**config.mk**
```make
export PLATFORM = sky130hd
export DESIGN_NAME = fetch_seq
export DESIGN_NICKNAME = d
export VERILOG_FILES = /design/src/rtl/fetch_seq.sv
export SDC_FILE = /design/constraint.sdc
export NUM_CORES = 1
export LEC_CHECK = 0
export ABC_CLOCK_PERIOD_IN_PS = 2800
export BUFFER_PORTS_ARGS = -buffer_cell sky130_fd_sc_hd__buf_2
export CAP_MARGIN = 15
export CELL_PAD_IN_SITES_DETAIL_PLACEMENT = 1
export CELL_PAD_IN_SITES_GLOBAL_PLACEMENT = 2
export CORE_MARGIN = 2
export CORE_UTILIZATION = 32
export DETAILED_ROUTE_END_ITERATION = 8
export PLACE_DENSITY = 0.89
export SLEW_MARGIN = 20
export SYNTH_ARGS = -nofsm -noshare
export SYNTH_HDL_FRONTEND = slang
export SYNTH_SLANG_ARGS = --single-unit
```
**constraint.sdc**
```tcl
create_clock -name clk -period 2.8 [get_ports clk]
set_input_delay 0.56 -clock clk [delete_from_list [all_inputs] [get_ports clk]]
set_output_delay 0.56 -clock clk [all_outputs]
set_load 0.01 [all_outputs]
```
**src/rtl/fetch_seq.sv**
```systemverilog
`default_nettype none
`timescale 1ns/1ps
// ============================================================================
// Module   : fetch_seq
// Purpose  : Instruction-fetch sequencer. Owns the PC, keeps at most one
//            req/gnt/rvalid fetch in flight to instruction memory, hands
//            fetched words to decode and applies EX-stage redirects,
//            discarding any stale in-flight response.
// Revision : 1.0 - initial release
// ============================================================================
module fetch_seq #(
  parameter int                XLEN     = 32,
  parameter logic [XLEN-1:0]   RESET_PC = '0
) (
  input  logic            clk,
  input  logic            rst_n,
  input  logic            br_valid,
  input  logic            pc_src_a,
  input  logic            pc_src_b,
  input  logic [XLEN-1:0] br_pc,
  input  logic [XLEN-1:0] imm,
  input  logic [XLEN-1:0] rs1_data,
  input  logic            stall,
  output logic            imem_req,
  output logic [XLEN-1:0] imem_addr,
  input  logic            imem_gnt,
  input  logic            imem_rvalid,
  input  logic [31:0]     imem_rdata,
  output logic            inst_valid,
  output logic [31:0]     inst,
  output logic [XLEN-1:0] inst_pc,
  output logic            misalign
);

  // ADDI x0,x0,0 - shown to decode whenever no real word has been fetched
  localparam logic [31:0] NOP_INSN = 32'h0000_0013;

  typedef enum logic [1:0] {
    ST_IDLE = 2'd0,  // one settling cycle after reset release
    ST_REQ  = 2'd1,  // request on the bus, waiting for grant
    ST_WAIT = 2'd2,  // granted, waiting for read data
    ST_HOLD = 2'd3   // word presented to decode, decode is stalling
  } state_e;

  state_e          state_q, state_d;
  logic [XLEN-1:0] pc_q, pc_d;
  logic [XLEN-1:0] addr_q, addr_d;
  logic            kill_q, kill_d;
  logic            inst_valid_q, inst_valid_d;
  logic [31:0]     inst_q, inst_d;
  logic [XLEN-1:0] inst_pc_q, inst_pc_d;
  logic            misalign_q, misalign_d;

  logic            redirect;
  logic [XLEN-1:0] tgt_sum;
  logic [XLEN-1:0] target;
  logic            tgt_misalign;
  logic [XLEN-1:0] pc_inc;

  // Redirect target: PC-relative or register-relative add, carry dropped.
  // Bit 0 is simply cleared (JALR semantics); a set bit 1 is reported as a
  // misaligned target and the fetch is forced onto the word boundary.
  always_comb begin
    redirect     = br_valid & pc_src_a;
    tgt_sum      = pc_src_b ? (rs1_data + imm) : (br_pc + imm);
    tgt_misalign = tgt_sum[1];
    target       = tgt_sum & ~XLEN'(3);
    pc_inc       = pc_q + XLEN'(4);
  end

  // Next-state and datapath updates; a redirect overrides every other
  // transition so a killed word can never reach decode.
  always_comb begin
    state_d      = state_q;
    pc_d         = pc_q;
    addr_d       = addr_q;
    kill_d       = kill_q;
    inst_valid_d = 1'b0;
    inst_d       = inst_q;
    inst_pc_d    = inst_pc_q;
    misalign_d   = redirect & tgt_misalign;

    unique case (state_q)
      ST_IDLE: begin
        state_d = ST_REQ;
        if (redirect) begin
          pc_d   = target;
          addr_d = target;
        end else begin
          addr_d = pc_q;
        end
      end

      ST_REQ: begin
        if (redirect) begin
          pc_d = target;
          if (imem_gnt) begin
            // Old address already accepted: let it return, then drop it.
            kill_d  = 1'b1;
            state_d = ST_WAIT;
          end else begin
            // Not yet accepted, so the request can simply be retargeted.
            addr_d = target;
          end
        end else if (imem_gnt) begin
          state_d = ST_WAIT;
        end
      end

      ST_WAIT: begin
        if (redirect) begin
          pc_d = target;
          if (imem_rvalid) begin
            kill_d  = 1'b0;
            state_d = ST_REQ;
            addr_d  = target;
          end else begin
            kill_d = 1'b1;
          end
        end else if (imem_rvalid) begin
          if (kill_q) begin
            kill_d  = 1'b0;
            state_d = ST_REQ;
            addr_d  = pc_q;
          end else begin
            inst_d       = imem_rdata;
            inst_pc_d    = pc_q;
            inst_valid_d = 1'b1;
            pc_d         = pc_inc;
            addr_d       = pc_inc;
            state_d      = stall ? ST_HOLD : ST_REQ;
          end
        end
      end

      ST_HOLD: begin
        if (redirect) begin
          pc_d    = target;
          addr_d  = target;
          state_d = ST_REQ;
        end else if (stall) begin
          inst_valid_d = 1'b1;
        end else begin
          addr_d  = pc_q;
          state_d = ST_REQ;
        end
      end

      default: begin
        state_d = ST_IDLE;
      end
    endcase
  end

  // State and datapath registers; reset refetches from RESET_PC.
  always_ff @(posedge clk or negedge rst_n) begin
    if (!rst_n) begin
      state_q      <= ST_IDLE;
      pc_q         <= RESET_PC;
      addr_q       <= RESET_PC;
      kill_q       <= 1'b0;
      inst_valid_q <= 1'b0;
      inst_q       <= NOP_INSN;
      inst_pc_q    <= '0;
      misalign_q   <= 1'b0;
    end else begin
      state_q      <= state_d;
      pc_q         <= pc_d;
      addr_q       <= addr_d;
      kill_q       <= kill_d;
      inst_valid_q <= inst_valid_d;
      inst_q       <= inst_d;
      inst_pc_q    <= inst_pc_d;
      misalign_q   <= misalign_d;
    end
  end

  assign imem_req   = (state_q == ST_REQ);
  assign imem_addr  = addr_q;
  assign inst_valid = inst_valid_q;
  assign inst       = inst_q;
  assign inst_pc    = inst_pc_q;
  assign misalign   = misalign_q;

endmodule
`default_nettype wire

```
==> results.md <==
* Status: complete, but fails checks
* Failing checks: setup timing
* CP max FO at 8
* CTS tree: yes
* Gate power share at 50.6%
* Worst vdd ir at 0.381 mV
* DP HPWL at 24,500 um
* Multi-input gate area at 6210 sq um
* Clk pwr share at 21.2%
* # IOs at 235
* Number of max-cap violations at 0
* Worst setup SP type: input port
* First-pass GRT wire length at 51,100 um
* Final Setup Violations at 13
* DRT iter0 DRCs at 494
* WS Path Type: in -> reg
* Area Growth Syn to Fin at 45.6%
* Fin worst setup slack at -141 ps
* Hold WC Path Type: in -> async
* GPL Wtd Cong at 0.896
* Clock-pin transition on the worst setup and hold timing paths at 60 ps
* Max Root-Sink Buffers at 2
* DRC viols at 0
* Worst-Margin Slew at 507 ps
* Synth Instances at 980
* Std-Cell Rows at 61
* Register area at 3330 sq um
* Final wirelength at 32,800 um
* Post-synthesis async set-or-reset flop share at 100%
* Clock Root Buffer: clkbuf_16
* Leak pwr at 6.18 nW
* Post-Syn Area at 9110 sq um
* Period utilization at 105%
* YS warnings at 0
* Max Fclk at 340 MHz
* Unique cell type count in the Yosys netlist at 78
* Initial antenna violation count at 1
* Die area at 29,800 sq um
* Initial Util at 32.6%
* Post-synth top area cell: dfrtp_1
* Largest net degree at the start of global routing at 77
* GR Overflow Total at 0
* Power Internal at 0.00684 W
* Synth Area per Inst at 9.29 sq um
* Sequential Power Share at 28.2%
* Reg2reg path depth at 10
* CTS Buf Count at 17
* Share of layout cells above drive strength 1 at 49.3%
* Switching part of the total at 39.9%
* Number of flops mapped to enable cells by yosys at 0
* Fin. max-slew vios at 0
* Die width at 173 um
* Worst Path Required at 3060 ps
* Synth area leaders: dfrtp_1 36%, mux2_2 11%, ha_1 4.8%
* Reg-to-reg endpoint: imem_addr[26]$_DFFE_PN0P_
* DRT Pass-1 Iters at 5
* Via density at 5.26
* Relative slew slack at 66.0%
* Layout net count at 1,498
* Antenna Nets Post-Route at 0
* Total power at 0.0114 W
* Minimum clock period at 2940 ps
* Worst-Skew Late Latency at 430 ps
* Most common cell after layout, fill and taps aside: buf_2
* Post-synthesis sequential area ratio at 36.6%
* Worst clock skew at 12.0 ps
* Number of fill cells at 3,209
* Total track usage at 21.3%
* Core Box Area at 27,900 sq um
* Yosys top cell area share at 35.7%
* Worst Setup SP: pc_src_b
* Post-Syn Nets at 1,152
* Flops & latches, synth at 133
* H-tree levels at 4
* Sw power at 0.00454 W
* Power Dens Cells at 858 nW/um^2
* RSZ-0062 raised after global routing: true
* Vias in the first global route at 9,424
* Vias at 9,039
* CP arrival at 3210 ps
* Reg2reg setup slack at 110 ps
* Most frequent cells in the layout: 232 x buf_2, 159 x buf_4, 130 x dfrtp_1
* Final-report hold violation count at 0
* Sink Count at 133
* R2r startpoint: pc_q[3]$_DFFE_PN0N_
* Wire per inst at 19.1 um
* Worst setup endpoint: imem_addr[22]$_DFFE_PN0P_
* Post-synth top flop: dfrtp_1
* Hold WS at 72.8 ps
* PortBufs at 234
* CP Capture Type: flip-flop
* Die Ht at 173 um
## per-layer routing
layer  global-route usage (%)  routed length, um  vias up
li1                         -                  -     4252
met1                     28.6              14700     4441
met2                     35.6              15900      307
met3                     3.83               1690       39
met4                     5.44                563        0
met5                        0                  0        -
## cells in the mapped netlist (all sizes together), types with 8 or more instances
master and instances:
a211oi 17, a21o 22, a21oi 73, a221oi 10
a31oi 14, and2 9, and3 10, buf 25
clkbuf 50, dfrtp 130, ha 35, inv 15
mux2 95, mux2i 8, nand2 91, nand3 29
nand4 16, nor2 73, nor3 17, o21ai 54
o31ai 9, o41ai 8, xnor2 42, xor2 36
## state kept, by name (all words and copies together) (netlist names)
| signal | cells |
|---|---|
| imem_addr | 32 |
| inst | 32 |
| inst_pc | 32 |
| pc_q | 32 |
| state_q | 2 |
| inst_valid | 1 |
| kill_q | 1 |
| misalign | 1 |
## worst max-delay path, stage by stage
cell	delay (ps)
buf_8	80
buf_8	130
clkbuf_16	150
mux2_2	350
ha_4	240
a21o_1	200
a21oi_1	250
o21ai_0	130
a31oi_1	230
o31a_1	300
xnor2_1	100
buf_4	160
a221oi_2	250
a311oi_2	60
## worst min-delay path by stage
stage                               endpoint                     start
finish                  inst[30]$_DFFE_PN0P_                     rst_n
global route            inst[30]$_DFFE_PN0P_                     rst_n
CTS                     inst[30]$_DFFE_PN0P_                     rst_n
global placement    imem_addr[0]$_DFFE_PN0P_  imem_addr[0]$_DFFE_PN0P_
floorplan           imem_addr[0]$_DFFE_PN0P_                     rst_n
detailed placement  imem_addr[1]$_DFFE_PN0P_  imem_addr[1]$_DFFE_PN0P_
## power groups by stage
| stage | combinational, W | clock (W) | sequential (W) |
|---|---|---|---|
| 6_report | 0.00576 | 0.00242 | 0.00321 |
| 4_1_cts | 0.00545 | 0.00247 | 0.00321 |
| 3_5_place_dp | 0.00535 | 0 | 0.00325 |
| 3_3_place_gp | 0.00522 | 0 | 0.00320 |
| 5_1_grt | 0.00622 | 0.00254 | 0.00332 |
| 2_1_floorplan | 0.00287 | 0 | 0.00340 |
## stage by stage
step | setup TNS (ps) | worst slack [ps] | instances | util, % | area, sq um
2_1_floorplan | -3560 | -280 | 980 | - | 9540
3_3_place_gp | -18300 | -507 | 1672 | 43.0 | 12000
3_5_place_dp | -22230 | -636 | 1672 | 43.0 | 12000
4_1_cts | -527 | -131 | 1707 | 45.6 | 12700
5_1_grt | -2950 | -231 | 1718 | 47.5 | 13300
6_report | -751 | -141 | 1718 | 47.5 | 13300
## logic make-up (layout without fill, tap and decap cells)
logic type / after synthesis / after routing / synth area share (%)
compound gates: 262 / 262 / 19.2
xor+xnor: 78 / 78 / 7.50
buf+inv: 90 / 449 / 4.08
other cells: 0 / 1 / 0
flops: 133 / 133 / 36.6
fa+ha+maj: 36 / 36 / 5.03
mux: 103 / 103 / 12.7
simple gates: 278 / 278 / 14.9
## timing repair
item                       4_1_cts  5_1_grt
gates resized for setup         19       85
setup buffers                    3       10
cloned                           0        1
hold buffers                     0        0
pin swaps                       10       40
setup endpoints to repair       28       38
## cell type report
| class | count | share of cell area, % |
|---|---|---|
| Sequential cell | 133 | 25.1 |
| Antenna cell | 1 | 0.0189 |
| Timing Repair Buffer | 402 | 19.2 |
| Multi-Input combinational cell | 757 | 46.8 |
| Clock buffer | 21 | 3.55 |
| Inverter | 15 | 0.425 |
| Clock inverter | 11 | 1.30 |
| Tap cell | 378 | 3.57 |
Power figures use the tool's default switching activity.
